$ cat src/rtl/regfile_multiport_if.sv
// Bus bundle for regfile_multiport: read addresses/data, write port and status flags.
// Decode/write-back side uses master; the register file uses slave.
interface regfile_multiport_if #(
    parameter int DATA_W = 64,
    parameter int ADDR_W = 5,
    parameter int NREAD  = 2
);
    logic [NREAD*ADDR_W-1:0] RA;
    logic [NREAD*DATA_W-1:0] BusR;
    logic [ADDR_W-1:0]       RW;
    logic [DATA_W-1:0]       BusW;
    logic                    RegWr;
    logic                    Busy;
    logic                    WrDrop;

    modport master (
        output RA, RW, BusW, RegWr,
        input  BusR, Busy, WrDrop
    );

    modport slave (
        input  RA, RW, BusW, RegWr,
        output BusR, Busy, WrDrop
    );
endinterface

$ cat src/rtl/regfile_multiport.sv
// Multi-read-port register file with a post-reset clear sequencer and dropped-write flag.
// Optional same-cycle write-to-read bypass when REGFILE_BYPASS_EN is defined.
//
// state   | meaning
// --------+--------------------------------------------------------------
// S_CLEAR | zeroing reg[ptr] one per cycle; Busy=1, writes dropped
// S_READY | normal operation until the next Reset
module regfile_multiport #(
    parameter int DATA_W   = 64,
    parameter int ADDR_W   = 5,
    parameter int NREAD    = 2,
    parameter int ZERO_REG = 31
) (
    input logic                 Clk,
    input logic                 Reset,
    regfile_multiport_if.slave  bus
);
    localparam int              DEPTH    = 2 ** ADDR_W;
    localparam logic [ADDR_W-1:0] ZERO_IDX = ADDR_W'(ZERO_REG);
    localparam logic [ADDR_W-1:0] LAST_IDX = ADDR_W'(DEPTH - 1);

    typedef enum logic {
        S_CLEAR = 1'b0,
        S_READY = 1'b1
    } state_t;

    state_t              r_state;
    state_t              w_state_nxt;
    logic [ADDR_W-1:0]   r_ptr;
    logic [ADDR_W-1:0]   w_ptr_nxt;
    logic                r_wrdrop;
    logic                w_busy;
    logic                w_clr_en;
    logic                w_wr_en;
    logic [DATA_W-1:0]   r_mem [DEPTH];

    always_ff @(posedge Clk) begin
        if (Reset) begin
            r_state <= S_CLEAR;
            r_ptr   <= '0;
        end else begin
            r_state <= w_state_nxt;
            r_ptr   <= w_ptr_nxt;
        end
    end

    always_comb begin
        w_state_nxt = r_state;
        w_ptr_nxt   = r_ptr;
        w_busy      = 1'b0;
        w_clr_en    = 1'b0;
        case (r_state)
            S_CLEAR: begin
                w_busy    = 1'b1;
                w_clr_en  = 1'b1;
                w_ptr_nxt = r_ptr + 1'b1;
                if (r_ptr == LAST_IDX) begin
                    w_state_nxt = S_READY;
                end
            end
            S_READY: begin
                w_state_nxt = S_READY;
            end
        endcase
    end

    // ZERO_REG writes are discarded silently; only Busy-time writes count as drops.
    assign w_wr_en = bus.RegWr && !w_busy && (bus.RW != ZERO_IDX);

    always_ff @(posedge Clk) begin
        if (Reset) begin
            r_wrdrop <= 1'b0;
        end else begin
            r_wrdrop <= bus.RegWr && w_busy;
        end
    end

    always_ff @(posedge Clk) begin
        if (!Reset) begin
            if (w_clr_en) begin
                r_mem[r_ptr] <= '0;
            end else if (w_wr_en) begin
                r_mem[bus.RW] <= bus.BusW;
            end
        end
    end

    assign bus.Busy   = w_busy;
    assign bus.WrDrop = r_wrdrop;

`ifdef REGFILE_BYPASS_EN
    logic w_byp_ok;
    assign w_byp_ok = bus.RegWr && (r_state == S_READY) && (bus.RW != ZERO_IDX);
`endif

    for (genvar gi = 0; gi < NREAD; gi++) begin : g_rd
        logic [ADDR_W-1:0] w_ra;
        logic [DATA_W-1:0] w_rd;

        assign w_ra = bus.RA[gi*ADDR_W +: ADDR_W];

        always_comb begin
            w_rd = '0;
            if (!w_busy && (w_ra != ZERO_IDX)) begin
`ifdef REGFILE_BYPASS_EN
                if (w_byp_ok && (w_ra == bus.RW)) begin
                    w_rd = bus.BusW;
                end else begin
                    w_rd = r_mem[w_ra];
                end
`else
                w_rd = r_mem[w_ra];
`endif
            end
        end

        assign bus.BusR[gi*DATA_W +: DATA_W] = w_rd;
    end
endmodule
$ cat src/flat_wrapper.sv
// flat-port wrapper written by rule: the top's interface ports become plain ports
module regfile_multiport_flat 
#(
    parameter int DATA_W   = 64,
    parameter int ADDR_W   = 5,
    parameter int NREAD    = 2,
    parameter int ZERO_REG = 31
)
  (Clk, Reset, bus_RA, bus_RW, bus_BusW, bus_RegWr, bus_BusR, bus_Busy, bus_WrDrop);
  regfile_multiport_if #(.DATA_W(DATA_W), .ADDR_W(ADDR_W), .NREAD(NREAD)) bus_i ();
  input logic Clk;
  input logic Reset;
  input wire logic [$bits(bus_i.RA)-1:0] bus_RA;
  input wire logic [$bits(bus_i.RW)-1:0] bus_RW;
  input wire logic [$bits(bus_i.BusW)-1:0] bus_BusW;
  input wire logic [$bits(bus_i.RegWr)-1:0] bus_RegWr;
  output wire logic [$bits(bus_i.BusR)-1:0] bus_BusR;
  output wire logic [$bits(bus_i.Busy)-1:0] bus_Busy;
  output wire logic [$bits(bus_i.WrDrop)-1:0] bus_WrDrop;
  assign bus_i.RA = bus_RA;
  assign bus_i.RW = bus_RW;
  assign bus_i.BusW = bus_BusW;
  assign bus_i.RegWr = bus_RegWr;
  assign bus_BusR = bus_i.BusR;
  assign bus_Busy = bus_i.Busy;
  assign bus_WrDrop = bus_i.WrDrop;
  regfile_multiport #(.DATA_W(DATA_W), .ADDR_W(ADDR_W), .NREAD(NREAD), .ZERO_REG(ZERO_REG)) u_core (.Clk(Clk), .Reset(Reset), .bus(bus_i));
endmodule
$ cat config.mk
export PLATFORM = sky130hd
export DESIGN_NAME = regfile_multiport_flat
export DESIGN_NICKNAME = d
export VERILOG_FILES = /design/src/rtl/regfile_multiport_if.sv /design/src/rtl/regfile_multiport.sv /design/src/flat_wrapper.sv
export SDC_FILE = /design/constraint.sdc
export NUM_CORES = 2
export LEC_CHECK = 0
export BUFFER_PORTS_ARGS = -buffer_cell sky130_fd_sc_hd__buf_2
export CORE_MARGIN = 1
export CORE_UTILIZATION = 57
export CTS_CLUSTER_DIAMETER = 60
export DETAILED_ROUTE_END_ITERATION = 8
export HOLD_SLACK_MARGIN = 0.1
export PLACE_DENSITY = 0.86
export SYNTH_ARGS = -nofsm -noshare
export SYNTH_HDL_FRONTEND = slang
export SYNTH_SLANG_ARGS = --single-unit
export TNS_END_PERCENT = 1
$ cat constraint.sdc
create_clock -name Clk -period 16.6 [get_ports Clk]
set_input_delay 2.49 -clock Clk [delete_from_list [all_inputs] [get_ports Clk]]
set_output_delay 2.49 -clock Clk [all_outputs]
set_load 0.02 [all_outputs]
# Word level (Yosys, flattened, before mapping)
# Memories as Yosys holds them, arrays and structs flattened.
# Index checks and enable logic that the tools add are counted.
# word_totals
register_bits,7
mem_bits_rw,2048
in_bits,82
output_inout_bits,130
wordCells,30
n_memories,1
# classes
add_sub_neg,1
eq_ne,4
mux,14
n_bitwise,1
reduce_logical,6
# mem_list
name,depth,width,rd,rd_clocked_by_memory_dff,write_ports,line_no,rtl
u_core.r_mem,32,64,2,0,1,regfile_multiport.sv:35,logic [DATA_W-1:0] r_mem [DEPTH];
# op_table
operator,count
$mux W64,3
$reduce_or A64 Y1,1
$ne A5 B5 Y1 const B,3
$mux W1,9
$add A5 B1 Y5 const B,1
$eq A5 B5 Y1 const B,1
$logic_and A1 B1 Y1,5
$mux W5,1
$pmux W1 S2,1
$not A1 Y1,1

# Logic depth before layout (Yosys ltp)
# logic_depth
word_depth,8
mapped_depth,9
mapped_depth_nobuf,5

# Least setup slack after synthesis
# Ideal clock, no wire load.
# synth_path
kind,input-to-reg
start,in bus_RW[0]
end,"mem u_core.r_mem[24][0], enable pin"
arrival_ns,7.772
slack_ns,8.264
stages,5
n_path_buf,2
path_cell_list,clkbuf_1 -> a21o_1 -> clkbuf_1 -> a21oi_1 -> nor3_1
# synth_between
elab_chain_len,8
# synth_lines
item,line_no,rtl
start: declaration,flat_wrapper.sv:14,input wire logic [$bits(bus_i.RW)-1:0] bus_RW;
$ne A5 B5 Y1,regfile_multiport.sv:68,assign w_wr_en = bus.RegWr && !w_busy && (bus.RW != ZERO_IDX);
$logic_and A1 B1 Y1,regfile_multiport.sv:68,
$mux W1,regfile_multiport.sv:82,end else if (w_wr_en) begin
$mux W1,regfile_multiport.sv:80,if (w_clr_en) begin
$mux W1,regfile_multiport.sv:79,if (!Reset) begin
$mux W1 (not written as such),regfile_multiport.sv:83,r_mem[bus.RW] <= bus.BusW;
$reduce_or A64 Y1 (no line),-,
$mux W5 (no line) or $mux W1 (tied branches),-,
end: declaration,regfile_multiport.sv:35,
# Several ways; a longest one is shown, not always the timed one.

# Worst setup path after layout
# layout_path
start,in bus_RA[1]
end,out bus_BusR[18]
# layout_between
elab_chain_len,3
# layout_lines
item,line_no,rtl
start: declaration,flat_wrapper.sv:13,input wire logic [$bits(bus_i.RA)-1:0] bus_RA;
branches (longest 2 deep; another with $mem_v2 Z32 W64),-,
$mux W64 (*),regfile_multiport.sv:104,if (!w_busy && (w_ra != ZERO_IDX)) begin
end: declaration,flat_wrapper.sv:17,output wire logic [$bits(bus_i.BusR)-1:0] bus_BusR;
# Mark *: on every way between the ends.

==> flow_summary.yaml <==
worst_setup_path:
  end_kind: "output pin"
  cp_data_required_time_ns: 14.11
  crit_path_top_delay_cell: "a211oi_1"
  crit_start: "bus_RA[1]"
  slowest_delay_ns: 0.96
  crit_fanout: 37
  rr_startpoint: "u_core.r_state$_SDFF_PP0_"
  worstPathArrival_ns: 6.82
  worst_setup_path_start_kind: "primary input"
  critical_path_class: "primary input to output pin"
  critPathMostFrequentCell: "buf_4"
  cp_cell_sequence: "clkbuf_8 > nor2_4 > buf_4 > buf_4 > a22o_1 > a2111oi_2 > a211oi_1 > buf_2"
global_route:
  grt_max_degree: 140
  grt_overflow_total: 0
  antenna_found_initial: 15
  grt_pass1_wl_um: 404300
  grt_pass1_vias: 57330
  grt_util_all_layers_pct: 33.83
logic_synthesis:
  synth_top_cell_area_share_pct: 64.89
  synth_top_cell_by_area: "edfxtp_1"
  ys_ff_latch: 2055
  syn-cell-area_um2: 94770
  ys_types: 48
  synthTopCellsByArea: "edfxtp_1 (65%), mux4_2 (21%), mux2i_1 (5.5%)"
  synthesis.nets: 4695
  synthArstFlopShare_pct: 0
  yosys.cell_count.top_type: "edfxtp_1"
  synthFlopType: "edfxtp_1"
  yosys_warnings: 0
  yosysSeqAreaShare_pct: 65.04
  syn_area_per_cell_um2: 20.55
  synthCells: 4611
  synthTopCellsByCount: "edfxtp_1 (2048), mux4_2 (896), mux2i_1 (520)"
  synth-edff-count: 2048
clocking:
  ctsResizeCount: 0
  clk_latency_ns: 0.85
  tritoncts: "done"
  cts_hold_buf: 0
  clkSinkCount: 2055
  h-tree-depth: 4
  numCtsBuffers: 194
  cts-root-buf: "clkbuf_16"
  clock_path_buffers: 3
  clk_pin_slew_ns: 0.06
  cts_setup_buffers: 0
place:
  numPlacedInstances: 6750
  pre_cts_ws_ns: 7.595
  port_buffers: 211
  place_hpwl_um: 144700
  gp_congestion: 0.8236
timing:
  rsz0062_at_grt: "no"
  fin_crit_ns: 9.306
  slew_headroom_pct: 15.27
  setup_viol: 0
  period_share_pct: 56.06
  hold_viol: 0
  worst_slew_pin_slew_ns: 1.268
  drv_slew: 0
  finalClockSkew_ns: 0.04856
  timing.fmax_mhz: 107.5
  setup_slack_ns: 7.294
  setup-tns-final_ns: 0
die:
  dieArea_um2: 167900
  pin_count: 212
  dieWidth_um: 409.8
  core_area_um2: 165000
  start_util_pct: 57.44
  fp.dieH_um: 409.8
  fp-row-count: 149
route:
  wl_um: 283800
  routed_via_density: 7.982
  wl_per_cell_um: 39.97
  drc: 51
  first_pass_iters: 8
  vias: 56670
  drt_iter0_drc: 9694
  ant_nets: 0
layout:
  fin_cells: 7100
  drive_gt1_share_pct: 32.53
  syn_to_final_growth_pct: 10.00
  finalNetCount: 4841
  nFillCells: 10390
power_and_ir_drop:
  p_total_mw: 10.67
  ir_drop_v: 0.0001289
  power.density_nw_per_um2: 102.3
  leakagePower_nw: 30.32
min_path:
  hp-start: "u_core.r_ptr[1]$_SDFFE_PP0N_"
  hold_path_class: "flop to flop"
run_status:
  violations: "DRC"
  status: "finished, violations left"
job:
  cap_violations: 0
## logic make-up after synthesis
kind of cell / after synthesis / share of synthesized area (%)
adder cells (fa/ha/maj): 2 / 0.02640
AND/OR/NAND/NOR: 151 / 0.8766
buffers and inverters: 390 / 2.053
XOR/XNOR: 3 / 0.02773
multiplexers: 1416 / 26.78
flip-flops: 2055 / 65.04
AO/OA/AOI/OAI: 594 / 5.192
## path summary, 6_finish.rpt
path	cells past startpoint	slack, ns	to
worst max-delay path	8	7.29	bus_BusR[18]
worst min-delay path	2	0.61	u_core.r_ptr[1]$_SDFFE_PP0N_
worst min register to register	2	0.61	u_core.r_ptr[1]$_SDFFE_PP0N_
worst max register to register	7	11.92	u_core.r_mem[14][41]$_DFFE_PP_
## layout by cell type (no fill, tap or decap), types with 7 or more instances in the layout
| cell type | instances |
|---|---|
| a21oi_1 | 66 |
| buf_4 | 117 |
| clkinv_2 | 34 |
| a2111oi_0 | 8 |
| nor2_1 | 13 |
| a22o_1 | 63 |
| nor2_4 | 29 |
| and2_1 | 66 |
| a211oi_1 | 64 |
| clkbuf_16 | 198 |
| bufinv_16 | 17 |
| inv_6 | 8 |
| buf_12 | 11 |
| a22oi_1 | 63 |
| clkinv_1 | 35 |
| diode_2 | 8 |
| a2111oi_2 | 51 |
| clkbuf_1 | 37 |
| o22ai_1 | 65 |
| o221ai_1 | 127 |
| nor2b_1 | 8 |
| buf_2 | 204 |
| edfxtp_1 | 2048 |
| mux2i_1 | 520 |
| mux4_2 | 896 |
| o22a_1 | 64 |
| dfxtp_1 | 7 |
## routing by layer
metal / global-route usage (%) / share of wire, % / up-vias
li1: - / - / 20650
met1: 43.26 / 31 / 28940
met2: 51.60 / 46 / 5756
met3: 8.863 / 14 / 1311
met4: 22.15 / 7.6 / 12
met5: 0 / 0.026 / -
## state kept, by name (all words and copies together) (netlist names)
| name | cells |
|---|---|
| u_core.r_ptr | 5 |
| u_core.r_state | 1 |
| u_core.bus.WrDrop | 1 |
| u_core.r_mem | 2048 |
## area by class of cell
class                   instances  area (um^2)  area share [%]
diodes                          8        20.02         0.01920
clock inverters               107         1044           1.001
repair buffers                339         2222           2.132
clock buffers                 235         5094           4.886
flip-flops and latches       2055        61640           59.13
inverters                       1        3.754        0.003601
well taps                    2189         2739           2.627
multi-input cells            2166        31490           30.20
## critical path: cells and delay by family
| family | cells | cell delay, ns |
|---|---|---|
| buffers and inverters | 4 | 2.00 |
| and+or+nand+nor | 1 | 0.89 |
| AOI/OAI and AO/OA | 3 | 1.28 |
## power by group
part           internal, mW  switching [mW]
clock network          2.44            1.95
registers              5.65          0.0143
logic                 0.256           0.350
total                  8.35            2.32
## metrics by stage
stage / utilization (%) / area [um^2] / hold slack, ns
4_1_cts: 63.17 / 104200 / 0.6072
3_5_place_dp: 59.45 / 98090 / 0.5964
2_1_floorplan: - / 94770 / 0.5409
5_1_grt: 63.17 / 104200 / 0.6641
6_report: 63.19 / 104200 / 0.6078
3_3_place_gp: 59.45 / 98090 / 0.5772
Note: power is estimated with default switching activity, not from simulation.
